===== src/rtl/seven_seg_scan_driver.sv =====
// Multiplexed common-anode seven-segment scanner: per-frame input snapshot,
// anti-ghosting blank slots, decimal points, blanking and leading-zero suppression.
module seven_seg_scan_driver #(
  parameter int unsigned NUM_DIGITS     = 4,
  parameter int unsigned SCAN_DIV       = 100000,
  parameter int unsigned BLANK_CYCLES   = 4,
  parameter bit          SEG_ACTIVE_LOW = 1'b1,
  parameter bit          AN_ACTIVE_LOW  = 1'b1,
  localparam int unsigned IDX_W         = (NUM_DIGITS > 1) ? $clog2(NUM_DIGITS) : 1
) (
  input  logic                    clk,
  input  logic                    rst_n,
  input  logic                    en,
  input  logic [4*NUM_DIGITS-1:0] hex_in,
  input  logic [NUM_DIGITS-1:0]   dp_in,
  input  logic [NUM_DIGITS-1:0]   blank_in,
  input  logic                    lz_suppress,
  output logic [7:0]              seg_out,
  output logic [NUM_DIGITS-1:0]   an_out,
  output logic [IDX_W-1:0]        digit_idx,
  output logic                    frame_tick
);

  localparam int unsigned CNT_W      = (SCAN_DIV > 1) ? $clog2(SCAN_DIV) : 1;
  localparam int unsigned BLANK_LAST = (BLANK_CYCLES > 0) ? BLANK_CYCLES - 1 : 0;

  localparam logic [CNT_W-1:0]      LAST_CNT   = CNT_W'(SCAN_DIV - 1);
  localparam logic [CNT_W-1:0]      BLANK_END  = CNT_W'(BLANK_LAST);
  localparam logic [IDX_W-1:0]      LAST_IDX   = IDX_W'(NUM_DIGITS - 1);
  localparam logic [7:0]            SEG_OFF    = {8{SEG_ACTIVE_LOW}};
  localparam logic [NUM_DIGITS-1:0] AN_OFF     = {NUM_DIGITS{AN_ACTIVE_LOW}};

  typedef enum logic [1:0] {
    S_IDLE  = 2'd0,
    S_BLANK = 2'd1,
    S_SHOW  = 2'd2
  } state_t;

  state_t                  r_state;
  logic [CNT_W-1:0]        r_cnt;
  logic [IDX_W-1:0]        r_idx;
  logic [4*NUM_DIGITS-1:0] r_hex;
  logic [NUM_DIGITS-1:0]   r_dp;
  logic [NUM_DIGITS-1:0]   r_blank;
  logic                    r_lz;
  logic [7:0]              r_seg;
  logic [NUM_DIGITS-1:0]   r_an;
  logic                    r_tick;

  logic                    w_last_idx;
  logic                    w_end_slot;
  logic                    w_end_blank;
  logic                    w_frame_start;
  logic [IDX_W-1:0]        w_step_idx;
  logic [IDX_W-1:0]        w_tgt_idx;
  logic [4*NUM_DIGITS-1:0] w_src_hex;
  logic [NUM_DIGITS-1:0]   w_src_dp;
  logic [NUM_DIGITS-1:0]   w_src_blank;
  logic                    w_src_lz;
  logic                    w_run;
  logic [NUM_DIGITS-1:0]   w_sup;
  logic [3:0]              w_nib;
  logic                    w_sel_dp;
  logic                    w_sel_blank;
  logic                    w_sel_sup;
  logic [7:0]              w_lit;
  logic [NUM_DIGITS-1:0]   w_an_lit;

  // Hex nibble to lit-segment mask (1 = segment on), bits g..a.
  function automatic logic [6:0] decode_lit(input logic [3:0] nib);
    logic [6:0] al;
    case (nib)
      4'h0: al = 7'b1000000;
      4'h1: al = 7'b1111001;
      4'h2: al = 7'b0100100;
      4'h3: al = 7'b0110000;
      4'h4: al = 7'b0011001;
      4'h5: al = 7'b0010010;
      4'h6: al = 7'b0000010;
      4'h7: al = 7'b1111000;
      4'h8: al = 7'b0000000;
      4'h9: al = 7'b0010000;
      4'hA: al = 7'b0001000;
      4'hB: al = 7'b0000011;
      4'hC: al = 7'b1000110;
      4'hD: al = 7'b0100001;
      4'hE: al = 7'b0000110;
      default: al = 7'b0001110;
    endcase
    return ~al;
  endfunction

  // Slot sequencing, and the lit pattern for whichever digit is shown after this edge.
  always_comb begin
    w_last_idx    = (r_idx == LAST_IDX);
    w_end_slot    = (r_state == S_SHOW) && (r_cnt == LAST_CNT);
    w_end_blank   = (r_state == S_BLANK) && (r_cnt == BLANK_END);
    w_frame_start = en && ((r_state == S_IDLE) || (w_end_slot && w_last_idx));
    w_step_idx    = w_last_idx ? '0 : IDX_W'(r_idx + 1'b1);

    w_tgt_idx = r_idx;
    if (r_state == S_IDLE) begin
      w_tgt_idx = '0;
    end else if (r_state == S_SHOW) begin
      w_tgt_idx = w_step_idx;
    end

    // A frame start with no blank phase lights digit 0 straight from the inputs.
    w_src_hex   = w_frame_start ? hex_in      : r_hex;
    w_src_dp    = w_frame_start ? dp_in       : r_dp;
    w_src_blank = w_frame_start ? blank_in    : r_blank;
    w_src_lz    = w_frame_start ? lz_suppress : r_lz;

    w_run = 1'b1;
    w_sup = '0;
    for (int i = int'(NUM_DIGITS) - 1; i >= 1; i--) begin
      w_run    = w_run & (w_src_hex[i*4 +: 4] == 4'h0);
      w_sup[i] = w_src_lz & w_run;
    end

    w_nib       = 4'h0;
    w_sel_dp    = 1'b0;
    w_sel_blank = 1'b0;
    w_sel_sup   = 1'b0;
    for (int i = 0; i < int'(NUM_DIGITS); i++) begin
      if (w_tgt_idx == IDX_W'(i)) begin
        w_nib       = w_src_hex[i*4 +: 4];
        w_sel_dp    = w_src_dp[i];
        w_sel_blank = w_src_blank[i];
        w_sel_sup   = w_sup[i];
      end
    end

    if (w_sel_blank) begin
      w_lit = 8'h00;
    end else if (w_sel_sup) begin
      w_lit = {w_sel_dp, 7'h00};
    end else begin
      w_lit = {w_sel_dp, decode_lit(w_nib)};
    end

    w_an_lit = NUM_DIGITS'(1) << w_tgt_idx;
  end

  // Scan FSM with registered, polarity-adjusted outputs.
  always_ff @(posedge clk or negedge rst_n) begin
    if (!rst_n) begin
      r_state <= S_IDLE;
      r_cnt   <= '0;
      r_idx   <= '0;
      r_hex   <= '0;
      r_dp    <= '0;
      r_blank <= '0;
      r_lz    <= 1'b0;
      r_seg   <= SEG_OFF;
      r_an    <= AN_OFF;
      r_tick  <= 1'b0;
    end else begin
      r_tick <= 1'b0;
      if (!en) begin
        r_state <= S_IDLE;
        r_cnt   <= '0;
        r_idx   <= '0;
        r_seg   <= SEG_OFF;
        r_an    <= AN_OFF;
      end else begin
        case (r_state)
          S_IDLE: begin
            r_cnt <= '0;
            r_idx <= '0;
            if (BLANK_CYCLES == 0) begin
              r_state <= S_SHOW;
              r_seg   <= SEG_OFF ^ w_lit;
              r_an    <= AN_OFF ^ w_an_lit;
            end else begin
              r_state <= S_BLANK;
              r_seg   <= SEG_OFF;
              r_an    <= AN_OFF;
            end
          end
          S_BLANK: begin
            r_cnt <= CNT_W'(r_cnt + 1'b1);
            if (w_end_blank) begin
              r_state <= S_SHOW;
              r_seg   <= SEG_OFF ^ w_lit;
              r_an    <= AN_OFF ^ w_an_lit;
            end
          end
          S_SHOW: begin
            if (w_end_slot) begin
              r_cnt <= '0;
              r_idx <= w_step_idx;
              if (BLANK_CYCLES == 0) begin
                r_seg <= SEG_OFF ^ w_lit;
                r_an  <= AN_OFF ^ w_an_lit;
              end else begin
                r_state <= S_BLANK;
                r_seg   <= SEG_OFF;
                r_an    <= AN_OFF;
              end
            end else begin
              r_cnt <= CNT_W'(r_cnt + 1'b1);
            end
          end
          default: begin
            r_state <= S_IDLE;
            r_cnt   <= '0;
            r_idx   <= '0;
            r_seg   <= SEG_OFF;
            r_an    <= AN_OFF;
          end
        endcase
        if (w_frame_start) begin
          r_hex   <= hex_in;
          r_dp    <= dp_in;
          r_blank <= blank_in;
          r_lz    <= lz_suppress;
          r_tick  <= 1'b1;
        end
      end
    end
  end

  assign seg_out    = r_seg;
  assign an_out     = r_an;
  assign digit_idx  = r_idx;
  assign frame_tick = r_tick;

endmodule


===== config.mk =====
export PLATFORM = sky130hd
export DESIGN_NAME = seven_seg_scan_driver
export DESIGN_NICKNAME = d
export VERILOG_FILES = /design/src/rtl/seven_seg_scan_driver.sv
export SDC_FILE = /design/constraint.sdc
export NUM_CORES = 1
export LEC_CHECK = 0
export CORE_MARGIN = 3
export CORE_UTILIZATION = 56
export DETAILED_ROUTE_END_ITERATION = 10
export GPL_TIMING_DRIVEN = 1
export PLACE_DENSITY = 0.81
export SYNTH_ARGS = -nofsm -noshare
export SYNTH_HDL_FRONTEND = slang
export SYNTH_SLANG_ARGS = --single-unit

===== constraint.sdc =====
create_clock -name clk -period 3.91 [get_ports clk]
set_input_delay 0.5865 -clock clk [delete_from_list [all_inputs] [get_ports clk]]
set_output_delay 0.5865 -clock clk [all_outputs]
set_load 0.02 [all_outputs]

# After elaboration in Yosys (flattened, before gate mapping)
# Memories as Yosys holds them, arrays and structs flattened.
# Cells that the tools add are included.
[op_classes]
n_bitwise = 8
mux = 46
n_addsub = 2
shift = 1
reduce_logical = 12
n_eq_ne = 11
[op_table]
columns = ["op", "count"]
rows = [
  ["$mux 4", 9],
  ["$mux 17", 2],
  ["$pmux 17 s2", 1],
  ["$mux 8", 4],
  ["$mux 7", 3],
  ["$add 17x1->17 const B", 1],
  ["$eq 17x17->1 const B", 1],
  ["$eq 17x2->1 const B", 1],
  ["$mux 16", 1],
  ["$mux 2", 8],
  ["$pmux 8 s2", 1],
  ["$mux 1", 14],
  ["$logic_not 4->1", 3],
  ["$eq 2x2->1 const B", 4],
  ["$not 8->8", 1],
  ["$pmux 4 s2", 1],
  ["$not 7->7", 1],
  ["$ne 3x3->1 const B", 2],
  ["$pmux 2 s3", 1],
  ["$and 1x1->1", 5],
  ["$eq 2x1->1 const B", 2],
  ["$logic_and 1x1->1", 4],
  ["$logic_not 2->1", 2],
  ["$not 4->4", 1],
  ["6 further kinds", 7],
]
[totals]
output_inout_bits = 15
input_bits = 28
mem_count = 1
regBits = 59
mem_bits_ro = 112
word_cells = 91
[mem_list]
columns = ["memory", "depth", "width", "read_ports", "rd_ports_with_merged_regs", "wr", "line", "source"]
rows = [
  ["(no name shown)", 16, 7, 1, 0, 0, "72", "case (nib)"],
]

# Longest topological paths before layout
# Gate-level depths: netlist (run 1).
[depth]
ltp_word = 22
ltp_mapped = 15
depth_no_buf = 13

# Worst setup path before layout (run 1)
# No wires, ideal clock.
[synth_timing]
path_kind = "register -> register"
startpoint = "reg r_idx[1] (netlist: digit_idx[1])"
endpoint = "reg r_seg[4] (netlist: seg_out[4])"
setup_ps = 73
required_time_ps = 3837
t_arrival_ps = 2852
period_less_slack_ps = 2925
setup_slack_ps = 985
path_stages_with_launch = 12
n_path_buf = 0
cell_sequence = "dfrtp_1 > ha_1 > and3_1 > nand3_2 > o21a_4 > mux2_4 > and2_0 > a221o_1 > ha_1 > mux2_2 > a21o_1 > a21oi_1"
[synth_between]
elab_chain_cells = 19
word_cells_on_any_way = 44
classes_between = "1 x add/sub; 4 x eq/ne; 24 x mux; 7 x bitwise; 7 x reduce/logical; 1 x memory"
[synth_lines]
columns = ["element", "line", "source"]
rows = [
  ["start: declaration", "41", "logic [IDX_W-1:0] r_idx;"],
  ["start signal: assignment", "192", "r_idx <= w_step_idx;"],
  ["$add 2x1->2 or $eq 2x2->1 (tied branches)", "99, 95", ""],
  ["$mux 2 or $logic_and 1x1->1 (tied branches)", "99, 98", ""],
  ["$mux 2 or $logic_or 1x1->1 (tied branches)", "104, 98", ""],
  ["$mux 2 or $logic_and 1x1->1 (tied branches)", "102, 98", ""],
  ["$logic_not 2->1 or $mux 16 (tied branches)", "-", ""],
  ["$mux 4 (4 in series)", "126", "if (w_tgt_idx == IDX_W'(i)) begin"],
  ["$mem_v2 16x7", "-", ""],
  ["$mux 7", "136", "end else if (w_sel_sup) begin"],
  ["$mux 7", "134", "if (w_sel_blank) begin"],
  ["$not 7->7", "90", "return ~al;"],
  ["$mux 7", "136", ""],
  ["$mux 8 *", "134", ""],
  ["$not 8->8 (no source line) *", "-", ""],
  ["$mux 8 *", "183", "if (w_end_blank) begin"],
  ["$pmux 8 s2 *", "167", "case (r_state)"],
  ["$mux 8 *", "160", "if (!en) begin"],
  ["end signal: assignment", "173", "r_seg <= SEG_OFF ^ w_lit;"],
  ["end signal: assignment", "185", "r_seg <= SEG_OFF ^ w_lit;"],
  ["end signal: assignment", "194", "r_seg <= SEG_OFF ^ w_lit;"],
  ["end: declaration", "46", "logic [7:0] r_seg;"],
]
# Mark *: on every way between the ends. The rest lies on a longest branch, timed or not. The select of a mux whose other input is x is not followed.
# A chain may end at the register's enable or synchronous reset.

# Worst setup path after layout (run 1)
[layout_timing]
startpoint = "reg r_state[0]"
endpoint = "reg r_seg[4] (netlist: seg_out[4])"
[layout_between]
elab_chain_cells = 20
word_cells_on_any_way = 49
classes_between = "7 x eq/ne; 23 x mux; 7 x bitwise; 11 x reduce/logical; 1 x memory"
[layout_lines]
columns = ["element", "line", "source"]
rows = [
  ["start: declaration", "39", "state_t r_state;"],
  ["start signal: assignment", "148", "r_state <= S_IDLE;"],
  ["start signal: assignment", "161", "r_state <= S_IDLE;"],
  ["start signal: assignment", "172", "r_state <= S_SHOW;"],
  ["$eq 2x2->1", "96, 104, 167", ""],
  ["$logic_and 1x1->1", "96", "w_end_slot = (r_state == S_SHOW) && (r_cnt == LAST_CNT);"],
  ["$logic_and 1x1->1", "98", "w_frame_start = en && ((r_state == S_IDLE) || (w_end_slot && w_last_idx));"],
  ["$logic_or 1x1->1", "98", ""],
  ["$logic_and 1x1->1", "98", ""],
  ["$mux 16", "-", ""],
  ["$mux 4 (4 in series)", "126", ""],
  ["$mem_v2 16x7", "-", ""],
  ["$mux 7", "136", ""],
  ["$mux 7", "134", ""],
  ["$not 7->7", "90", ""],
  ["$mux 7", "136", ""],
  ["$mux 8", "134", ""],
  ["$not 8->8 (no source line)", "-", ""],
  ["$mux 8", "183", ""],
  ["$pmux 8 s2", "167", ""],
  ["$mux 8", "160", ""],
]
# Several ways; a longest one is shown, not always the timed one. The select of a mux whose other input is x is not followed.

==> results of run 1 <==
==> kinds of logic (layout without fill, tap and decap cells) <==
group	Yosys count	count (layout)	synth area share
simple gates	131	131	0.196
compound gates	60	60	0.141
flops	59	59	0.442
mux	31	31	0.102
buf+inv	29	81	0.0393
xor+xnor	15	15	0.0389
fa+ha+maj	11	11	0.0408
==> worst max path at each step <==
| stage | startpoint | to | cells after the start | slack, ns |
|---|---|---|---|---|
| floorplan | digit_idx[1] | seg_out[4] | 11 | 0.99 |
| global placement | en | seg_out[4] | 11 | 0.53 |
| detailed placement | en | seg_out[3] | 12 | 0.47 |
| CTS | r_state[0] | seg_out[4] | 12 | 0.58 |
| global route | r_state[0] | seg_out[3] | 13 | 0.33 |
| finish | r_state[0] | seg_out[4] | 12 | 0.58 |
==> flip-flops by register name, indices dropped and copies added (netlist names) <==
signal	flops
r_state	2
digit_idx	2
r_cnt	17
r_hex	16
seg_out	8
r_lz	1
r_dp	4
an_out	4
r_blank	4
frame_tick	1
==> final cells by class <==
class                   instances  share of cell area
inverters                      16              0.0147
clock inverters                 4              0.0178
clock buffers                  12              0.0380
multi-input cells             248               0.428
flip-flops and latches         59               0.365
well taps                      72              0.0220
repair buffers                 49               0.115
==> stage by stage <==
step | utilization | total power, uW | setup WS (ns)
3_5_place_dp | 0.680 | 1830 | 0.469
2_1_floorplan | - | 1610 | 0.985
4_1_cts | 0.720 | 2480 | 0.577
3_3_place_gp | 0.680 | 1800 | 0.527
5_1_grt | 0.720 | 2630 | 0.332
6_report | 0.720 | 2480 | 0.576
==> routing by layer <==
metal  wire length (um)  track usage  vias up  share of wire
met4                 94       0.0541        0          0.012
met1               3260        0.293     1285           0.43
met3                505       0.0691        8          0.066
met2               3780        0.381       89           0.49
met5                  0            0        -              0
li1                   -            -     1291              -
==> layout by cell type, fill, tap and decap left out, types with 12 or more instances in the layout <==
| cell | count |
|---|---|
| dfrtp_1 | 47 |
| clkdlybuf4s50_1 | 41 |
| nand2_1 | 39 |
| nor2_1 | 36 |
| mux2_2 | 18 |
| inv_1 | 16 |
| nand3_1 | 14 |
| xor2_1 | 12 |
| dfstp_2 | 12 |
==> cells in the mapped netlist, types with 3 or more instances <==
cell / n
buf_2: 4
a21oi_1: 8
and3_1: 6
o211ai_1: 5
mux2i_1: 11
mux2_2: 18
a22oi_1: 6
xnor2_1: 3
dfstp_2: 12
o21ai_0: 8
nand3_1: 14
nor2_1: 36
dfrtp_1: 47
nor3_1: 4
nor2b_1: 4
a221o_1: 4
clkbuf_1: 5
a31oi_1: 3
nand2_1: 39
o21a_1: 3
nor4_1: 4
xor2_1: 12
and2_1: 3
nand4_1: 3
inv_1: 16
ha_1: 11
==> power by group <==
group	switching (uW)	internal (uW)
registers	96.4	764
logic	549	432
clock network	241	393
==> worst register-to-register path: stages, from the launching register on <==
cell     delay, ns
dfrtp_1       0.41
inv_1         0.09
ha_1          0.42
and3_1        0.25
nand3_2       0.14
o21a_4        0.33
mux2_4        0.32
and2_0        0.15
a221o_1       0.33
ha_1          0.25
mux2_2        0.27
a21o_1        0.17
a21oi_1       0.14
==> flow_summary.json, run 1 <==
{
  "io_buffer_count": 42,
  "cts.clk_slew.worst_paths_ns": 0.08,
  "seq_area_mm2": 0.00149,
  "stdcell_count": 460,
  "tightestPinTransition_ns": 0.862,
  "synth_top_area_frac": 0.349,
  "cp_max_fo": 15,
  "outcome": "finished, final reports clean",
  "via_per_inst": 5.81,
  "maxSlewViolCount": 0,
  "gp_congestion": 0.888,
  "max-vdd-ir-drop_v": 0.000344,
  "synth_cell_types": 63,
  "power.leakage_uw": 0.00175,
  "wl_per_cell_um": 16.6,
  "path_cells": "inv_1 -> ha_1 -> and3_1 -> nand3_2 -> o21a_4 -> mux2_4 -> and2_0 -> a221o_1 -> ha_1 -> mux2_2 -> a21o_1 -> a21oi_1",
  "synth_top_area_cell": "dfrtp_1",
  "worstSetupStartpointType": "register",
  "syn_area_mm2": 0.00337,
  "critPathTopFamily": "compound AO/OA/AOI/OAI gates",
  "clk_path_buf_depth": 2,
  "reg2reg_depth": 12,
  "vias": 2673,
  "cpMostUsedCell": "ha_1",
  "place_hpwl_um": 5410,
  "layout.nets": 422,
  "reg2reg_from": "r_state[0]",
  "synthCells": 336,
  "p_per_area_mw_per_mm2": 606,
  "crit_buf_inv": 1,
  "cts_tree": "yes",
  "initialDrtViolationCount": 220,
  "area_growth_pct": 21.1,
  "grt_pass1_wl_um": 12900,
  "arrival_ns": 3.61,
  "synth_area_leaders": "dfrtp_1 (35%), dfstp_2 (9.3%), mux2_2 (6.0%), nand2_1 (4.3%), ha_1 (4.1%)",
  "rsz0062_at_grt": "no",
  "drt_first_pass_iters": 4,
  "cts_setup_buffers": 0,
  "slowest_delay_ns": 0.42,
  "hold_ws_ns": 0.265,
  "fill_cells": 419,
  "ioPinCount": 43,
  "core_area_mm2": 0.00568,
  "finalHoldViolations": 0,
  "synth_flop_cell": "dfrtp_1",
  "cts_root_buf": "clkbuf_8",
  "grt_pass1_vias": 2629,
  "synthesis.nets": 375,
  "final.period_utilization": 0.853,
  "fin_tns_setup_ns": 0,
  "grt_max_degree": 33,
  "reg2reg_to": "seg_out[4]",
  "die_h_um": 83.6,
  "place_area_mm2": 0.00386,
  "row_count": 27,
  "critical_path.slowest_cell": "ha_1",
  "synth-seq-cells": 59,
  "ys_seq_area_frac": 0.442,
  "required_ns": 4.19,
  "worstHoldPathType": "input pin to asynchronous set/reset pin",
  "dieWidth_um": 83.6,
  "dpl.cell_count": 444,
  "period_needed_ns": 3.33,
  "clock-sinks": 59,
  "h-tree-depth": 3,
  "clk_latency_ns": 0.34,
  "die_area_mm2": 0.00699,
  "num_antenna_cells": 0,
  "multiInputGateArea_mm2": 0.00175,
  "cp-end-kind": "register",
  "antenna_left": 0,
  "cts_buffers": 9,
  "start_util": 0.594,
  "maxCapViolCount": 0,
  "drive_above_1_share": 0.178,
  "overflow": 0,
  "skew_ns": 0.0146,
  "r2r_setup_slack_ns": 0.58,
  "final_area_mm2": 0.00409,
  "yosysWarningCount": 0,
  "cts_hold_buf": 0,
  "synthArstFlopShare": 1.00,
  "path_class": "register to register",
  "fmax_mhz": 300,
  "antenna_found_initial": 0,
  "synth_edf_count": 0,
  "avgSynthCellArea_um2": 10.0,
  "setup_viol": 0,
  "drc": 0,
  "cts-resized-gates": 0,
  "route.final.wire_length_um": 7640,
  "grt_usage": 0.229,
  "relSlewSlack": 0.423
}
Note: power is estimated with default switching activity, not from simulation.
==> run 2, diff against run 1 <==
--- a/config.mk
+++ b/config.mk
@@ -7,6 +7,7 @@
 export LEC_CHECK = 0
 export CORE_MARGIN = 3
 export CORE_UTILIZATION = 56
+export CTS_BUF_LIST = sky130_fd_sc_hd__clkbuf_16
 export DETAILED_ROUTE_END_ITERATION = 10
 export GPL_TIMING_DRIVEN = 1
 export PLACE_DENSITY = 0.81
==> run 2 against run 1 <==
Against the previous run:
- critical path depth is the same
- maximum frequency shrank 0.40%
- clock power grew 29%
- first-iteration DRC count shrank 18%
- sequential share of layout area shrank 0.71 points
- register-to-register slack is essentially flat
- core utilization grew 1.4 points
- wire length grew 3.4%
- total power grew 8.0%
- global-route usage grew 1.1 points
- combinational power grew 0.7%
==> flow_summary.json, run 2 (synthesized netlist as in run 1, its figures left out) <==
{
  "row_count": 27,
  "rsz0062_at_grt": "no",
  "cts_setup_buffers": 0,
  "cts.clk_slew.worst_paths_ns": 0.06,
  "final_common_cell": "dfrtp_1",
  "core_area_mm2": 0.00568,
  "p_per_area_mw_per_mm2": 641,
  "dpl.cell_count": 444,
  "fill_cells": 404,
  "final.period_utilization": 0.856,
  "via_per_inst": 5.90,
  "initialDrtViolationCount": 181,
  "drt_first_pass_iters": 6,
  "maxSlewViolCount": 0,
  "grt_usage": 0.239,
  "power.leakage_uw": 0.00179,
  "fin_tns_setup_ns": 0,
  "period_needed_ns": 3.35,
  "cp-end-kind": "register",
  "clk_latency_ns": 0.33,
  "pre_cts_ws_ns": 0.469,
  "gp_congestion": 0.888,
  "antenna_left": 0,
  "relSlewSlack": 0.415,
  "p_total_uw": 2670,
  "arrival_ns": 3.60,
  "setup_slack_ns": 0.563,
  "grt_pass1_wl_um": 13500,
  "overflow": 0,
  "skew_ns": 0.00902,
  "fmax_mhz": 299,
  "antenna_found_initial": 0,
  "h-tree-depth": 3,
  "start_util": 0.594,
  "stdcell_count": 460,
  "drive_above_1_share": 0.173,
  "grt_pass1_vias": 2704,
  "worstHoldPathType": "input pin to asynchronous set/reset pin",
  "route.final.wire_length_um": 7900,
  "worstSetupStartpointType": "register",
  "clk_path_buf_depth": 2,
  "top_register": "r_cnt",
  "vias": 2712,
  "final_cell_mix": "dfrtp_1 (47), clkdlybuf4s50_1 (41), nand2_1 (39)",
  "cts_tree": "yes",
  "die_h_um": 83.6,
  "setup_viol": 0,
  "finalHoldViolations": 0,
  "dieWidth_um": 83.6,
  "required_ns": 4.17,
  "clock-sinks": 59,
  "io_buffer_count": 42,
  "drc": 0,
  "place_hpwl_um": 5410,
  "cp_max_fo": 15,
  "path_class": "register to register",
  "cts_buffers": 9,
  "cts-resized-gates": 0,
  "cts_hold_buf": 0,
  "area_growth_pct": 23.6,
  "num_antenna_cells": 0,
  "ioPinCount": 43,
  "tightestPinTransition_ns": 0.874,
  "wl_per_cell_um": 17.2,
  "grt_max_degree": 33,
  "largest_reg_flops": 17,
  "max-vdd-ir-drop_v": 0.000374,
  "outcome": "finished, final reports clean",
  "layout.nets": 422,
  "cts_root_buf": "clkbuf_16",
  "maxCapViolCount": 0,
  "die_area_mm2": 0.00699
}
-- run 2: cell types whose count changed in the layout (fill, tap and decap cells not counted), sizes merged --
cell,previous run,this run
clkinv,1,3
inv,16,17
clkbuf,12,9
-- run 2: path summary, 6_finish.rpt --
path                       slack (ns)    endpoint  depth (start not counted)       start
setup / recovery                 0.56  seg_out[4]                         12  r_state[0]
hold / removal                   0.28    r_hex[4]                          1       rst_n
setup reg to reg                 0.56  seg_out[4]                         12  r_state[0]
hold reg to reg                  0.47     r_dp[3]                          2     r_dp[3]
max in group asynchronous        2.73   an_out[2]                          2       rst_n
min in group clk                 0.47     r_dp[3]                          2     r_dp[3]
-- run 2: area by class of cell --
class,count,area (um2),area share
multi-input cells,248,1750,0.420
well taps,72,90.1,0.0216
clock inverters,7,83.8,0.0201
flip-flops and latches,59,1490,0.358
repair buffers,49,468,0.112
inverters,16,60.1,0.0144
clock buffers,9,225,0.0540
-- run 2: per-layer routing --
metal | share of wire | up-vias | global-route usage
met5 | 0 | - | 0
met4 | 0.020 | 0 | 0.0760
met1 | 0.43 | 1322 | 0.297
met2 | 0.49 | 85 | 0.401
met3 | 0.060 | 20 | 0.0711
li1 | - | 1285 | -
-- run 2: through the flow --
step	area, um2	hold slack (ns)	utilization
after floorplan	3370	0.291	-
after global placement	3860	0.454	0.680
after detailed placement	3860	0.463	0.680
after CTS	4170	0.293	0.734
after global routing	4170	0.326	0.734
final	4170	0.284	0.734
-- run 2: power by group --
part / internal [uW] / switching [uW] / total, uW
clock network: 549 / 271 / 820
registers: 766 / 98.9 / 865
logic: 432 / 556 / 988
-- run 2: worst max-delay path, stage by stage (launching register included) --
cell and delay, ns:
dfrtp_1 0.41, inv_1 0.09, ha_1 0.41, and3_1 0.24, nand3_2 0.14, o21a_4 0.34
mux2_4 0.32, and2_0 0.15, a221o_1 0.32, ha_1 0.25, mux2_2 0.26, a21o_1 0.17
a21oi_1 0.15
